File: src/rtl/multicycle_sequencer_if.sv
// Memory handshake bundle between the sequencer and the instruction/data memories.
// The sequencer is the master: it raises requests and the memories answer with acks.
interface multicycle_sequencer_if;
  logic imem_req;
  logic imem_ack;
  logic dr;
  logic dw;
  logic dmem_ack;

  modport master (
    output imem_req,
    output dr,
    output dw,
    input  imem_ack,
    input  dmem_ack
  );

  modport slave (
    input  imem_req,
    input  dr,
    input  dw,
    output imem_ack,
    output dmem_ack
  );
endinterface

File: src/rtl/multicycle_sequencer.sv
// Multi-cycle MIPS control FSM: fetch, decode, execute, memory, writeback.
// Moore strobes from state; ir_we/pc_we/retire are pulses qualified by ack/zero.
module multicycle_sequencer #(
  parameter int MEM_TIMEOUT = 16,
  parameter int CNT_W       = 16
) (
  input  logic             clk,
  input  logic             R,
  input  logic             run,
  input  logic [0:31]      instr,
  input  logic             alu_zero,
  multicycle_sequencer_if.master mem,
  output logic             ir_we,
  output logic             pc_we,
  output logic [0:1]       pc_src,
  output logic             W,
  output logic             S1,
  output logic             S2,
  output logic             S3,
  output logic [0:1]       Aluop,
  output logic             busy,
  output logic             trap,
  output logic             trap_cause,
  output logic [CNT_W-1:0] retired
);

  localparam logic [5:0] OP_R   = 6'd0;
  localparam logic [5:0] OP_J   = 6'd2;
  localparam logic [5:0] OP_BEQ = 6'd4;
  localparam logic [5:0] OP_LW  = 6'd35;
  localparam logic [5:0] OP_SW  = 6'd43;

  localparam int WC_W = $clog2(MEM_TIMEOUT + 1);
  localparam logic [WC_W-1:0] WC_LAST = WC_W'(MEM_TIMEOUT - 1);

  typedef enum logic [2:0] {
    IDLE,
    FETCH,
    DECODE,
    EXEC,
    MEM,
    WB,
    TRAP
  } state_t;

  state_t          state;
  state_t          nxt;
  logic [5:0]      op;
  logic [5:0]      op_q;
  logic [WC_W-1:0] wcnt;
  logic            retire;
  logic            trap_set;
  logic            trap_why;
  logic            instr_unused;

  assign op           = instr[26:31];
  assign instr_unused = ^instr[0:25];

  logic d_j;
  logic d_legal;
  assign d_j     = (op == OP_J);
  assign d_legal = (op == OP_R) || (op == OP_BEQ) ||
                   (op == OP_LW) || (op == OP_SW);

  logic x_r;
  logic x_mem;
  logic x_beq;
  assign x_r   = (op_q == OP_R);
  assign x_mem = (op_q == OP_LW) || (op_q == OP_SW);
  assign x_beq = (op_q == OP_BEQ);

  assign busy = (state != IDLE);
  assign trap = (state == TRAP);

  always_ff @(posedge clk or posedge R) begin
    if (R) begin
      state      <= IDLE;
      op_q       <= '0;
      wcnt       <= '0;
      trap_cause <= 1'b0;
      retired    <= '0;
    end else begin
      state <= nxt;
      if (state == DECODE)
        op_q <= op;
      // Outside MEM the counter sits at zero, so every MEM entry starts fresh.
      if (state == MEM)
        wcnt <= wcnt + 1'b1;
      else
        wcnt <= '0;
      if (trap_set)
        trap_cause <= trap_why;
      if (retire)
        retired <= retired + 1'b1;
    end
  end

  always_comb begin
    nxt          = state;
    mem.imem_req = 1'b0;
    mem.dr       = 1'b0;
    mem.dw       = 1'b0;
    ir_we        = 1'b0;
    pc_we        = 1'b0;
    pc_src       = 2'b00;
    W            = 1'b0;
    S1           = 1'b0;
    S2           = 1'b0;
    S3           = 1'b0;
    Aluop        = 2'b00;
    retire       = 1'b0;
    trap_set     = 1'b0;
    trap_why     = 1'b0;
    case (state)
      IDLE: begin
        if (run)
          nxt = FETCH;
      end
      FETCH: begin
        mem.imem_req = 1'b1;
        if (mem.imem_ack) begin
          ir_we = 1'b1;
          pc_we = 1'b1;
          nxt   = DECODE;
        end
      end
      DECODE: begin
        unique case (1'b1)
          d_j: begin
            pc_we  = 1'b1;
            pc_src = 2'b10;
            retire = 1'b1;
            nxt    = run ? FETCH : IDLE;
          end
          d_legal: nxt = EXEC;
          default: begin
            nxt      = TRAP;
            trap_set = 1'b1;
            trap_why = 1'b0;
          end
        endcase
      end
      EXEC: begin
        unique case (1'b1)
          x_r: begin
            Aluop = 2'b10;
            nxt   = WB;
          end
          x_mem: begin
            S2  = 1'b1;
            nxt = MEM;
          end
          x_beq: begin
            Aluop  = 2'b01;
            pc_src = 2'b01;
            pc_we  = alu_zero;
            retire = 1'b1;
            nxt    = run ? FETCH : IDLE;
          end
          default: begin
            nxt      = TRAP;
            trap_set = 1'b1;
            trap_why = 1'b0;
          end
        endcase
      end
      MEM: begin
        S2     = 1'b1;
        mem.dr = (op_q == OP_LW);
        mem.dw = (op_q == OP_SW);
        // An ack arriving on the last allowed cycle still beats the timeout.
        if (mem.dmem_ack) begin
          if (op_q == OP_LW) begin
            nxt = WB;
          end else begin
            retire = 1'b1;
            nxt    = run ? FETCH : IDLE;
          end
        end else if (wcnt == WC_LAST) begin
          nxt      = TRAP;
          trap_set = 1'b1;
          trap_why = 1'b1;
        end
      end
      WB: begin
        W      = 1'b1;
        S1     = (op_q == OP_R);
        S3     = (op_q == OP_LW);
        retire = 1'b1;
        nxt    = run ? FETCH : IDLE;
      end
      TRAP: nxt = TRAP;
      default: nxt = IDLE;
    endcase
  end

endmodule
File: src/flat_wrapper.sv
// flat-port wrapper written by rule: the top's interface ports become plain ports
module multicycle_sequencer_flat 
#(
  parameter int MEM_TIMEOUT = 16,
  parameter int CNT_W       = 16
)
  (clk, R, run, instr, alu_zero, ir_we, pc_we, pc_src, W, S1, S2, S3, Aluop, busy, trap, trap_cause, retired, mem_imem_req, mem_dr, mem_dw, mem_imem_ack, mem_dmem_ack);
  multicycle_sequencer_if mem_i ();
  input  logic clk;
  input  logic R;
  input  logic run;
  input  logic [0:31] instr;
  input  logic alu_zero;
  output logic ir_we;
  output logic pc_we;
  output logic [0:1] pc_src;
  output logic W;
  output logic S1;
  output logic S2;
  output logic S3;
  output logic [0:1] Aluop;
  output logic busy;
  output logic trap;
  output logic trap_cause;
  output logic [CNT_W-1:0] retired;
  output wire logic [$bits(mem_i.imem_req)-1:0] mem_imem_req;
  output wire logic [$bits(mem_i.dr)-1:0] mem_dr;
  output wire logic [$bits(mem_i.dw)-1:0] mem_dw;
  input wire logic [$bits(mem_i.imem_ack)-1:0] mem_imem_ack;
  input wire logic [$bits(mem_i.dmem_ack)-1:0] mem_dmem_ack;
  assign mem_imem_req = mem_i.imem_req;
  assign mem_dr = mem_i.dr;
  assign mem_dw = mem_i.dw;
  assign mem_i.imem_ack = mem_imem_ack;
  assign mem_i.dmem_ack = mem_dmem_ack;
  multicycle_sequencer #(.MEM_TIMEOUT(MEM_TIMEOUT), .CNT_W(CNT_W)) u_core (.clk(clk), .R(R), .run(run), .instr(instr), .alu_zero(alu_zero), .mem(mem_i), .ir_we(ir_we), .pc_we(pc_we), .pc_src(pc_src), .W(W), .S1(S1), .S2(S2), .S3(S3), .Aluop(Aluop), .busy(busy), .trap(trap), .trap_cause(trap_cause), .retired(retired));
endmodule
File: config.mk
export PLATFORM = sky130hd
export DESIGN_NAME = multicycle_sequencer_flat
export DESIGN_NICKNAME = d
export VERILOG_FILES = /design/src/rtl/multicycle_sequencer_if.sv /design/src/rtl/multicycle_sequencer.sv /design/src/flat_wrapper.sv
export SDC_FILE = /design/constraint.sdc
export NUM_CORES = 1
export LEC_CHECK = 0
export ABC_CLOCK_PERIOD_IN_PS = 3400
export CORE_AREA = 2 2 65 67
export CTS_CLUSTER_DIAMETER = 150
export DETAILED_ROUTE_END_ITERATION = 8
export DIE_AREA = 0 0 67 69
export GPL_ROUTABILITY_DRIVEN = 0
export PLACE_DENSITY = 0.82
export RECOVER_POWER = 50
export SLEW_MARGIN = 20
export SYNTH_ARGS = -nofsm -noshare
export SYNTH_HDL_FRONTEND = slang
export SYNTH_SLANG_ARGS = --single-unit
export TNS_END_PERCENT = 5
File: constraint.sdc
create_clock -name clk -period 3.4 [get_ports clk]
set_clock_uncertainty 0.05 [all_clocks]
set_input_delay 0.68 -clock clk [delete_from_list [all_inputs] [get_ports clk]]
set_output_delay 0.68 -clock clk [all_outputs]
set_load 0.02 [all_outputs]
# Yosys cells after proc, flatten, opt, wreduce, memory -nomap -nowiden
# Cells that the tools add are included.
# W data, S select, Z words.
# totals
register_bits,31
input_bits,38
out_inout_bits,32
elab_cells,73
# op_classes
addsub,2
n_eq_ne,17
muxes,38
n_reduce_logical,11
# ops
cell,count
$eq A6 B6 Y1 const B,4
$mux W1,21
$pmux W3 S7,1
$add A16 B1 Y16 const B,1
$mux W3,5
$eq A6 B3 Y1 const B,2
$logic_not A6 Y1,2
$eq A3 B3 Y1 const B,3
$pmux W3 S3,1
$pmux W2 S2,2
$eq A3 B2 Y1 const B,2
$eq A6 B2 Y1 const B,1
$pmux W1 S3,2
$pmux W3 S2,1
$add A5 B1 Y5 const B,1
$eq A5 B4 Y1 const B,1
$mux W5,1
$logic_or A1 B1 Y1,4
$mux W2,2
$ne A2 B2 Y1 const B,2
$pmux W1 S4,1
$eq A3 B1 Y1 const B,1
$logic_not A3 Y1,1
$ne A3 B3 Y1 const B,1
other kinds (5),5

# Logic depth before layout (Yosys ltp)
# Gate-level depths: netlist (run 1).
# depth
depth_word,7
ltp_mapped,9
ltp_nobuf,7

# Least setup slack after synthesis (run 1)
# No wires, ideal clock.
# synth_timing
path_kind,input -> output
startpoint,input port instr[31] (netlist bit)
endpoint,output port pc_we
t_arrival_ps,1785
required_time_ps,2670
path_slack_ps,885
cell_stages,4
path_buffers,0
cell_sequence,or3_4 -> nor3_4 -> and2_1 -> a211o_1
# synth_via
elab_chain_len,3
# synth_rtl
item,line,source
start: declaration,flat_wrapper.sv:12,input logic [0:31] instr;
$eq A6 B2 Y1,multicycle_sequencer.sv:61,assign d_j = (op == OP_J);
$mux W1,multicycle_sequencer.sv:128,unique case (1'b1)
$pmux W1 S3,multicycle_sequencer.sv:114,case (state)
end: declaration,flat_wrapper.sv:15,output logic pc_we;
# Every way passes these cells.

# Worst setup path after layout (run 1)
# Same ends and word-level chain as after synthesis.

==> run metrics, run 1 <==
RSZ-0062 raised after global routing false; Worst path max stage delay 0.59 ns; Setup WS pre-CTS 0.104 ns; die area roughly 0.0046 mm2; via/cell ratio between 5 and 6; post-synthesis register bit count 31; Worst EP required 2.67 ns; cell row count 23; critical path, cell by cell clkdlybuf4s50_1 -> or3_4 -> nor3_4 -> and2_1 -> a211o_1 -> clkdlybuf4s50_1; antenna violations before repair 0; Post-Synthesis Cells 170; post-synth design cell area 0.00172 mm2; Final HPWL DP 2.63 mm; drt first pass iters 4; Arr. time, crit path ~2.6 ns; postcts setup bufs 0; power density over the cells about 630 mW/mm2; Die W 67 um; Initial Util 44.1%; critical path type in -> out; failing checks capacitance limit, slew limit; Core Area roughly 0.004 mm2; CTS tree yes; post-route ant nets 0; WP buf/inv 2; layout cells sized above 1 11.1%; Syn. warnings 0; Clock Tree Buf Depth 2; post-synth net total 211; top_reg_cell synth dfrtp_1; total track usage about 17%; worst slew pin tran approximately 1.6 ns; area leader, netlist dfrtp_1; delay-heaviest family, CP buffers and inverters; post_cts resized 0; Hold Crit Class reg -> reg; CTS Sinks 31; port bufs 43; run status complete, but fails checks; global route total overflow 0; setup slack after layout approximately 0.10 ns; Seq/Total Area, Yosys between 40 and 50%; FILL cells 357; period utilisation layout a little over nine tenths; Synth area leaders dfrtp_1 45%, xor2_1 7.1%, nor3_2 3.5%; power consumption 1.43 mW; Final Hold Viols 0; Async S/R FF share, synth 100%; hold-fix buffers at CTS 0; Max Cap Viol 1; worst reg2reg setup slack 1.24 ns; number of synthesized flops with an enable pin 0; Max FO, Critical Path 3; clk slew on worst S/H paths 0.06 ns; Peak Freq slightly above 0.3 GHz; number of global-route vias before repair 1419; Relative slew margins -8.77%; # H-tree levels 2; Leakage 0.964 nW; Routed WL ~3.6 mm; crit start category input pin; Root Buffer clkbuf_8; die height 69 um; Syn Area/Cell about 10 um2; VDD IR-drop max between 0.4 and 0.5 mV; DR DRC count 0; ANT cells 0; vias after detailed routing ~1400; first-pass GRT wire length 6.25 mm; WHS about 0.41 ns; Top cell by count, worst path clkdlybuf4s50_1; initial detailed-routing violation count around 170; Core Util, Final roughly 58%; Skew-Pair Late Insertion Delay about 0.27 ns; largest net degree at the start of global routing 32; wire per inst between 10 and 15 um; top-area cell type share of the netlist area between 40% and 50%; CTS buffer count 5; Setup TNS 0 ns; Layout area overhead 31.6%; CP Capture Type output pin; fin. max-slew vios 32; Tmin final ~3.3 ns; Total Nets Final about 260; slowest CP cell clkdlybuf4s50_1; Finish-stage setup viols 0; Yosys cell types 44; IO Pins 70
routing by layer:
metal  part of all wire, %  vias up  GRT usage (%)
met5                     0        -              0
met3                   8.5        2           6.36
met4                  0.55        0           4.54
met1                    42      691           22.5
li1                      -      688              -
met2                    49       62           26.6
worst reg2reg max path, stage by stage (launching register included):
cell and delay, ns:
dfrtp_1 0.40, nand4b_1 0.28, or3_1 0.43, a31oi_1 0.22
o21a_4 0.31, mux2_1 0.35
metrics by stage:
step / std cells / area (um2)
after floorplan: 170 / 1720
after global placement: 260 / 2200
after detailed placement: 260 / 2200
after CTS: 266 / 2280
after global routing: 266 / 2270
final: 266 / 2270
synthesized netlist by cell type, drive strengths merged, types with 2 or more instances:
master and n:
nor2 15, ha 3, nor4 5, inv 9
nand4 4, nand2b 3, or3 3, mux2i 2
xnor2 3, and2 4, o21ai 5, nor3 13
nand2 10, nand3 10, mux2 7, a211oi 2
a21oi 6, a31oi 2, o22ai 2, xor2 14
dfrtp 31, buf 6
kinds of logic (layout without fill, tap and decap cells):
kind of cell / count (synthesis) / in the layout / share of synthesized area [%]
xor gates and xnor gates: 17 / 17 / 8.64
muxes: 9 / 9 / 5.95
buffers and inverters: 15 / 61 / 4.06
AOI/OAI and AO/OA: 22 / 22 / 8.34
and+or+nand+nor: 73 / 73 / 25.8
adders and majority gates: 3 / 3 / 2.18
DFF: 31 / 31 / 45.0
final timing paths:
path / end / cells after the start / start
setup / recovery: pc_we / 6 / instr[31]
hold / removal: u_core.retired[15] / 1 / u_core.retired[15]
setup reg to reg: u_core.retired[1] / 5 / u_core.op_q[2]
hold reg to reg: u_core.retired[15] / 1 / u_core.retired[15]
max in group asynchronous: u_core.trap_cause / 3 / R
min in group asynchronous: u_core.retired[12] / 3 / R
power by group:
group	internal (mW)	switching (mW)
combinational	0.264	0.320
sequential	0.461	0.130
clock	0.136	0.121
total	0.861	0.571
layout by cell type (no fill, tap or decap), drive strengths merged, types with 2 or more instances in the layout:
cell type      instances
o21ai                  5
nor3                  13
a211oi                 2
nor2                  15
clkbuf                 8
mux2                   7
xor2                  14
clkdlybuf4s50         38
a21oi                  6
or3                    3
mux2i                  2
and2                   4
dlygate4sd3            5
dfrtp                 31
nand3                 10
xnor2                  3
nand4                  4
nand2b                 3
o22ai                  2
ha                     3
nor4                   5
inv                    9
nand2                 10
a31oi                  2
cell type report:
class | count | area, um2 | share of cell area (%)
well taps | 50 | 62.6 | 2.76
clock buffers | 6 | 72.6 | 3.20
flip-flops and latches | 31 | 776 | 34.2
repair buffers | 46 | 445 | 19.6
multi-input cells | 124 | 878 | 38.7
inverters | 9 | 33.8 | 1.49
flip-flops by register name (all words and copies together) (netlist names):
| signal | count |
|---|---|
| u_core.retired | 16 |
| u_core.wcnt | 5 |
| u_core.trap_cause | 1 |
| u_core.state | 3 |
| u_core.op_q | 6 |
Note: power is estimated with default switching activity, not from simulation.
==> run 2, diff against run 1 <==
--- a/config.mk
+++ b/config.mk
@@ -11,7 +11,7 @@
 export DETAILED_ROUTE_END_ITERATION = 8
 export DIE_AREA = 0 0 67 69
 export GPL_ROUTABILITY_DRIVEN = 0
-export PLACE_DENSITY = 0.82
+export PLACE_DENSITY = 0.85
 export RECOVER_POWER = 50
 export SLEW_MARGIN = 20
 export SYNTH_ARGS = -nofsm -noshare
==> run metrics, run 2 (synthesis gave the netlist of run 1 again) <==
max reg flops 16; Core Util, Final 58.0%; hold-fix buffers at CTS 0; VDD IR-drop max 0.324 mV; Tmin final between 3 and 4 ns; wire per inst roughly 14 um; crit start category input pin; Max FO, Critical Path 3; Max Cap Viol 1; Crit. Startpoint instr[31]; clk slew on worst S/H paths 0.06 ns; cell row count 23; WL met2 1.82 mm; Layout area overhead 31.6%; Worst EP required ~2.7 ns; Relative slew margins -6.75%; largest net degree at the start of global routing 32; failing checks capacitance limit, slew limit; via/cell ratio 5.36; postcts setup bufs 0; slowest CP cell clkdlybuf4s50_1; Initial Util between 40% and 50%; die height approximately 70 um; NetSw 0.582 mW; period utilisation layout between 90% and 100%; Top cell by count, worst path clkdlybuf4s50_1; CTS buffer count 5; Clock Tree Buf Depth 2; Sw Share 40.4%; Setup TNS 0 ns; non-filler cells, final roughly 270; initial detailed-routing violation count slightly below 100; biggest regs u_core.retired (16), u_core.op_q (6), u_core.wcnt (5); post-route ant nets 0; CTS tree yes; Root Buffer clkbuf_8; CP Capture Type output pin; global route total overflow 0; top sig layer met4; Clock power frac 18.4%; RSZ-0062 raised after global routing false; number of global-route vias before repair 1389; Reg area just under 800 um2; Leakage 0.965 nW; Final HPWL DP between 2 and 3 mm; Peak Freq around 0.30 GHz; Die W around 67 um; vias after detailed routing 1427; power density over the cells 635 mW/mm2; R2R Path Start u_core.op_q[2]; port bufs 43; first-pass GRT wire length approximately 6.4 mm; IO Pins 70; commonest non-fill, non-tap cell in the layout clkdlybuf4s50_1; internal cell power roughly 0.86 mW; total track usage between 10% and 20%; wire length on met3 about 250 um; critical path type in -> out; Worst path max stage delay approximately 0.6 ns; drt first pass iters 4; Arr. time, crit path 2.57 ns; delay-heaviest family, CP buffers and inverters; fin. max-slew vios 32; WP buf/inv 2; placed cells 260; post_cts resized 0; Core Area slightly below 0.004 mm2; most frequent cells in the layout 37 x clkdlybuf4s50_1, 31 x dfrtp_1, 15 x nor2_1; setup slack after layout 0.0979 ns; Routed WL ~3.8 mm; Final Hold Viols 0; ANT cells 0; # H-tree levels 2; Total Nets Final between 200 and 300; antenna violations before repair 0; hold path startpoint u_core.retired[15]; layout cells sized above 1 between 10 and 15%; DR DRC count 0; Hold Crit Class reg -> reg; critical path, cell by cell clkdlybuf4s50_1 -> or3_4 -> nor3_4 -> and2_1 -> a211o_1 -> clkdlybuf4s50_1; Setup WS pre-CTS just over 0.08 ns; Skew-Pair Late Insertion Delay 0.28 ns; worst slew pin tran ~1.6 ns; area of the multi-input gates between 800 and 900 um2; FILL cells around 370; post-route cell area 0.00227 mm2; Finish-stage setup viols 0; combinational power share approximately two fifths; Flop pwr share just over 40%; CTS Sinks 31; run status complete, but fails checks; die area between 0.004 and 0.005 mm2; Placement Cell Area around 0.0022 mm2; Biggest register u_core.retired; Post-Route M1 WL roughly 1.7 mm
-- run 2: changes by cell type in the layout (fill, tap and decap cells not counted) --
cell / previous run / this run
clkdlybuf4s50_1: 38 / 37
dlygate4sd3_1: 5 / 6
-- run 2: power groups by stage --
stage | Combinational [mW] | Sequential [mW] | Clock, mW
finish | 0.586 | 0.590 | 0.264
global route | 0.646 | 0.608 | 0.287
CTS | 0.600 | 0.592 | 0.271
detailed placement | 0.598 | 0.596 | 0
global placement | 0.580 | 0.588 | 0
floorplan | 0.415 | 0.568 | 0
-- run 2: per-stage QoR --
step	hold WS [ns]	total power [mW]
3_5_place_dp	0.413	1.19
5_1_grt	0.444	1.54
3_3_place_gp	0.396	1.17
6_report	0.412	1.44
4_1_cts	0.423	1.46
2_1_floorplan	0.383	0.983
-- run 2: final cells by class --
type	count	area share, %
clock buffer	6	3.20
multi-input combinational	124	38.7
inverter	9	1.49
timing repair buffer	46	19.6
sequential	31	34.2
tap	50	2.76
-- run 2: metal layers --
layer | track usage, % | vias to the layer above
met5 | 0 | -
met4 | 6.12 | 0
met3 | 5.55 | 5
met2 | 27.9 | 45
met1 | 23.0 | 687
li1 | - | 690
-- run 2: final timing paths --
check                                           to  slack (ns)  cells past startpoint
worst max-delay path                         pc_we         0.1                      6
worst min-delay path            u_core.retired[15]        0.41                      1
worst max register to register   u_core.retired[1]        1.23                      5
worst min register to register  u_core.retired[15]        0.41                      1
max in group asynchronous        u_core.retired[7]        1.03                      3
min in group asynchronous       u_core.retired[12]        1.34                      3
==> run 3, diff against run 2 <==
--- a/config.mk
+++ b/config.mk
@@ -6,10 +6,11 @@
 export NUM_CORES = 1
 export LEC_CHECK = 0
 export ABC_CLOCK_PERIOD_IN_PS = 3400
-export CORE_AREA = 2 2 65 67
+export CORE_AREA = 2 2 74 59
 export CTS_CLUSTER_DIAMETER = 150
+export CTS_CLUSTER_SIZE = 24
 export DETAILED_ROUTE_END_ITERATION = 8
-export DIE_AREA = 0 0 67 69
+export DIE_AREA = 0 0 76 61
 export GPL_ROUTABILITY_DRIVEN = 0
 export PLACE_DENSITY = 0.85
 export RECOVER_POWER = 50
==> run metrics, run 3 (synthesis gave the netlist of run 1 again) <==
CTS buffer count 5; period utilisation layout between 90% and 100%; first-pass GRT wire length around 6.4 mm; Worst EP required approximately 2.7 ns; Layout area overhead 34.4%; Sw Share 38.2%; Routed WL roughly 3.8 mm; end of the critical path pc_src[0]; NetSw 0.592 mW; port bufs between 40 and 50; clk slew on worst S/H paths roughly 0.07 ns; Clock power frac 23.9%; die height between 60 and 70 um; cell row count 20; Biggest register u_core.retired; worst-case reg-to-reg path depth 5; internal cell power 0.958 mW; layout cells sized above 1 a little under an eighth; Hold Crit Class reg -> reg; via/cell ratio approximately 5.2; # H-tree levels 2; vias after detailed routing between 1000 and 1500; R2R Path Start u_core.op_q[2]; crit start category input pin; WHS between 0.4 and 0.5 ns; fin. max-slew vios 32; hold-fix buffers at CTS 0; biggest regs u_core.retired (16), u_core.op_q (6), u_core.wcnt (5); worst slew pin tran 1.68 ns; wire per inst approximately 14 um; max reg flops 16; largest net degree at the start of global routing 32; critical path, cell by cell clkdlybuf4s50_1 -> or3_4 -> nor3_4 -> and2_1 -> clkdlybuf4s50_1; RSZ-0062 raised after global routing false; Clock Tree Buf Depth 2; Crit. Startpoint instr[31]; Tmin final 3.22 ns; Die W between 70 and 80 um; Relative slew margins -12.3%; run status complete, but fails checks; worst reg2reg setup slack 1.26 ns; Core Area 0.00388 mm2; Finish-stage setup viols 0; Max Cap Viol 1; commonest non-fill, non-tap cell in the layout clkdlybuf4s50_1; Flop pwr share between 30% and 40%; IO Pins 70; Max FO, Critical Path 3; ANT cells 0; Peak Freq a little over 0.3 GHz; Worst R2R End u_core.retired[1]; power density over the cells between 600 and 700 mW/mm2; initial detailed-routing violation count between 100 and 150; global route total overflow 0; VDD IR-drop max roughly 0.43 mV; failing checks capacitance limit, slew limit; Root Buffer clkbuf_8; Initial Util ~44%; Worst path max stage delay around 0.61 ns; post-route ant nets 0; Final HPWL DP 2.89 mm; CP Capture Type output pin; postcts setup bufs 0; die area ~0.0046 mm2; Skew-Pair Late Insertion Delay around 0.28 ns; CTS Sinks 31; DR DRC count 0; Top cell by count, worst path clkdlybuf4s50_1; critical path type in -> out; Leakage 1.01 nW; Total Nets Final around 260; post_cts resized 0; CTS tree yes; most frequent cells in the layout 36 x clkdlybuf4s50_1, 31 x dfrtp_1, 15 x nor2_1; Final Hold Viols 0; slowest CP cell clkdlybuf4s50_1; combinational power share between 30% and 40%; number of global-route vias before repair between 1000 and 1500; total track usage 17.9%; Setup TNS 0 ns; drt first pass iters 4; antenna violations before repair 0; Arr. time, crit path 2.49 ns
==> run 3: layout make-up <==
class | instances | area (um2)
Fill cell | 337 | 1560
Multi-Input combinational cell | 124 | 873
Sequential cell | 31 | 776
Timing Repair Buffer | 46 | 448
Clock buffer | 6 | 82.6
Tap cell | 55 | 68.8
Clock inverter | 2 | 35.0
Inverter | 9 | 33.8
==> run 3: worst max-delay path: cells and delay by family <==
family / cells / cell delay [ns]
buffers and inverters: 2 / 1.06
AND/OR/NAND/NOR: 3 / 0.76
==> run 3: power by group through the flow <==
stage / Clock (mW) / Sequential, mW / Combinational [mW]
finish: 0.370 / 0.594 / 0.586
global route: 0.392 / 0.611 / 0.643
floorplan: 0 / 0.568 / 0.415
global placement: 0 / 0.592 / 0.587
detailed placement: 0 / 0.601 / 0.602
CTS: 0.378 / 0.596 / 0.604
==> run 3: through the flow <==
stage | util [%] | worst slack, ns | std cells | cell area (um2) | power (mW)
3_3_place_gp | 57.0 | 0.117 | 265 | 2210 | 1.18
6_report | 59.7 | 0.176 | 273 | 2320 | 1.55
5_1_grt | 59.7 | 0.104 | 273 | 2320 | 1.65
3_5_place_dp | 57.0 | 0.0965 | 265 | 2210 | 1.20
2_1_floorplan | - | 0.885 | 170 | 1720 | 0.983
4_1_cts | 60.0 | 0.0927 | 273 | 2330 | 1.58
==> run 3: metal layers <==
metal  wire, um  GRT usage [%]  vias up
li1           -              -      697
met1       1800           22.6      665
met2       1790           30.1       38
met3        176           4.17        9
met4         68           8.83        0
met5          0              0        -
==> run 3: worst min path at each step <==
stage | startpoint | endpoint | slack (ns) | cells after the start
floorplan | u_core.wcnt[0] | u_core.wcnt[0] | 0.38 | 1
global placement | u_core.wcnt[0] | u_core.wcnt[0] | 0.40 | 1
detailed placement | u_core.retired[15] | u_core.retired[15] | 0.42 | 1
CTS | u_core.retired[15] | u_core.retired[15] | 0.43 | 1
global route | u_core.retired[15] | u_core.retired[15] | 0.44 | 1
finish | u_core.retired[15] | u_core.retired[15] | 0.42 | 1
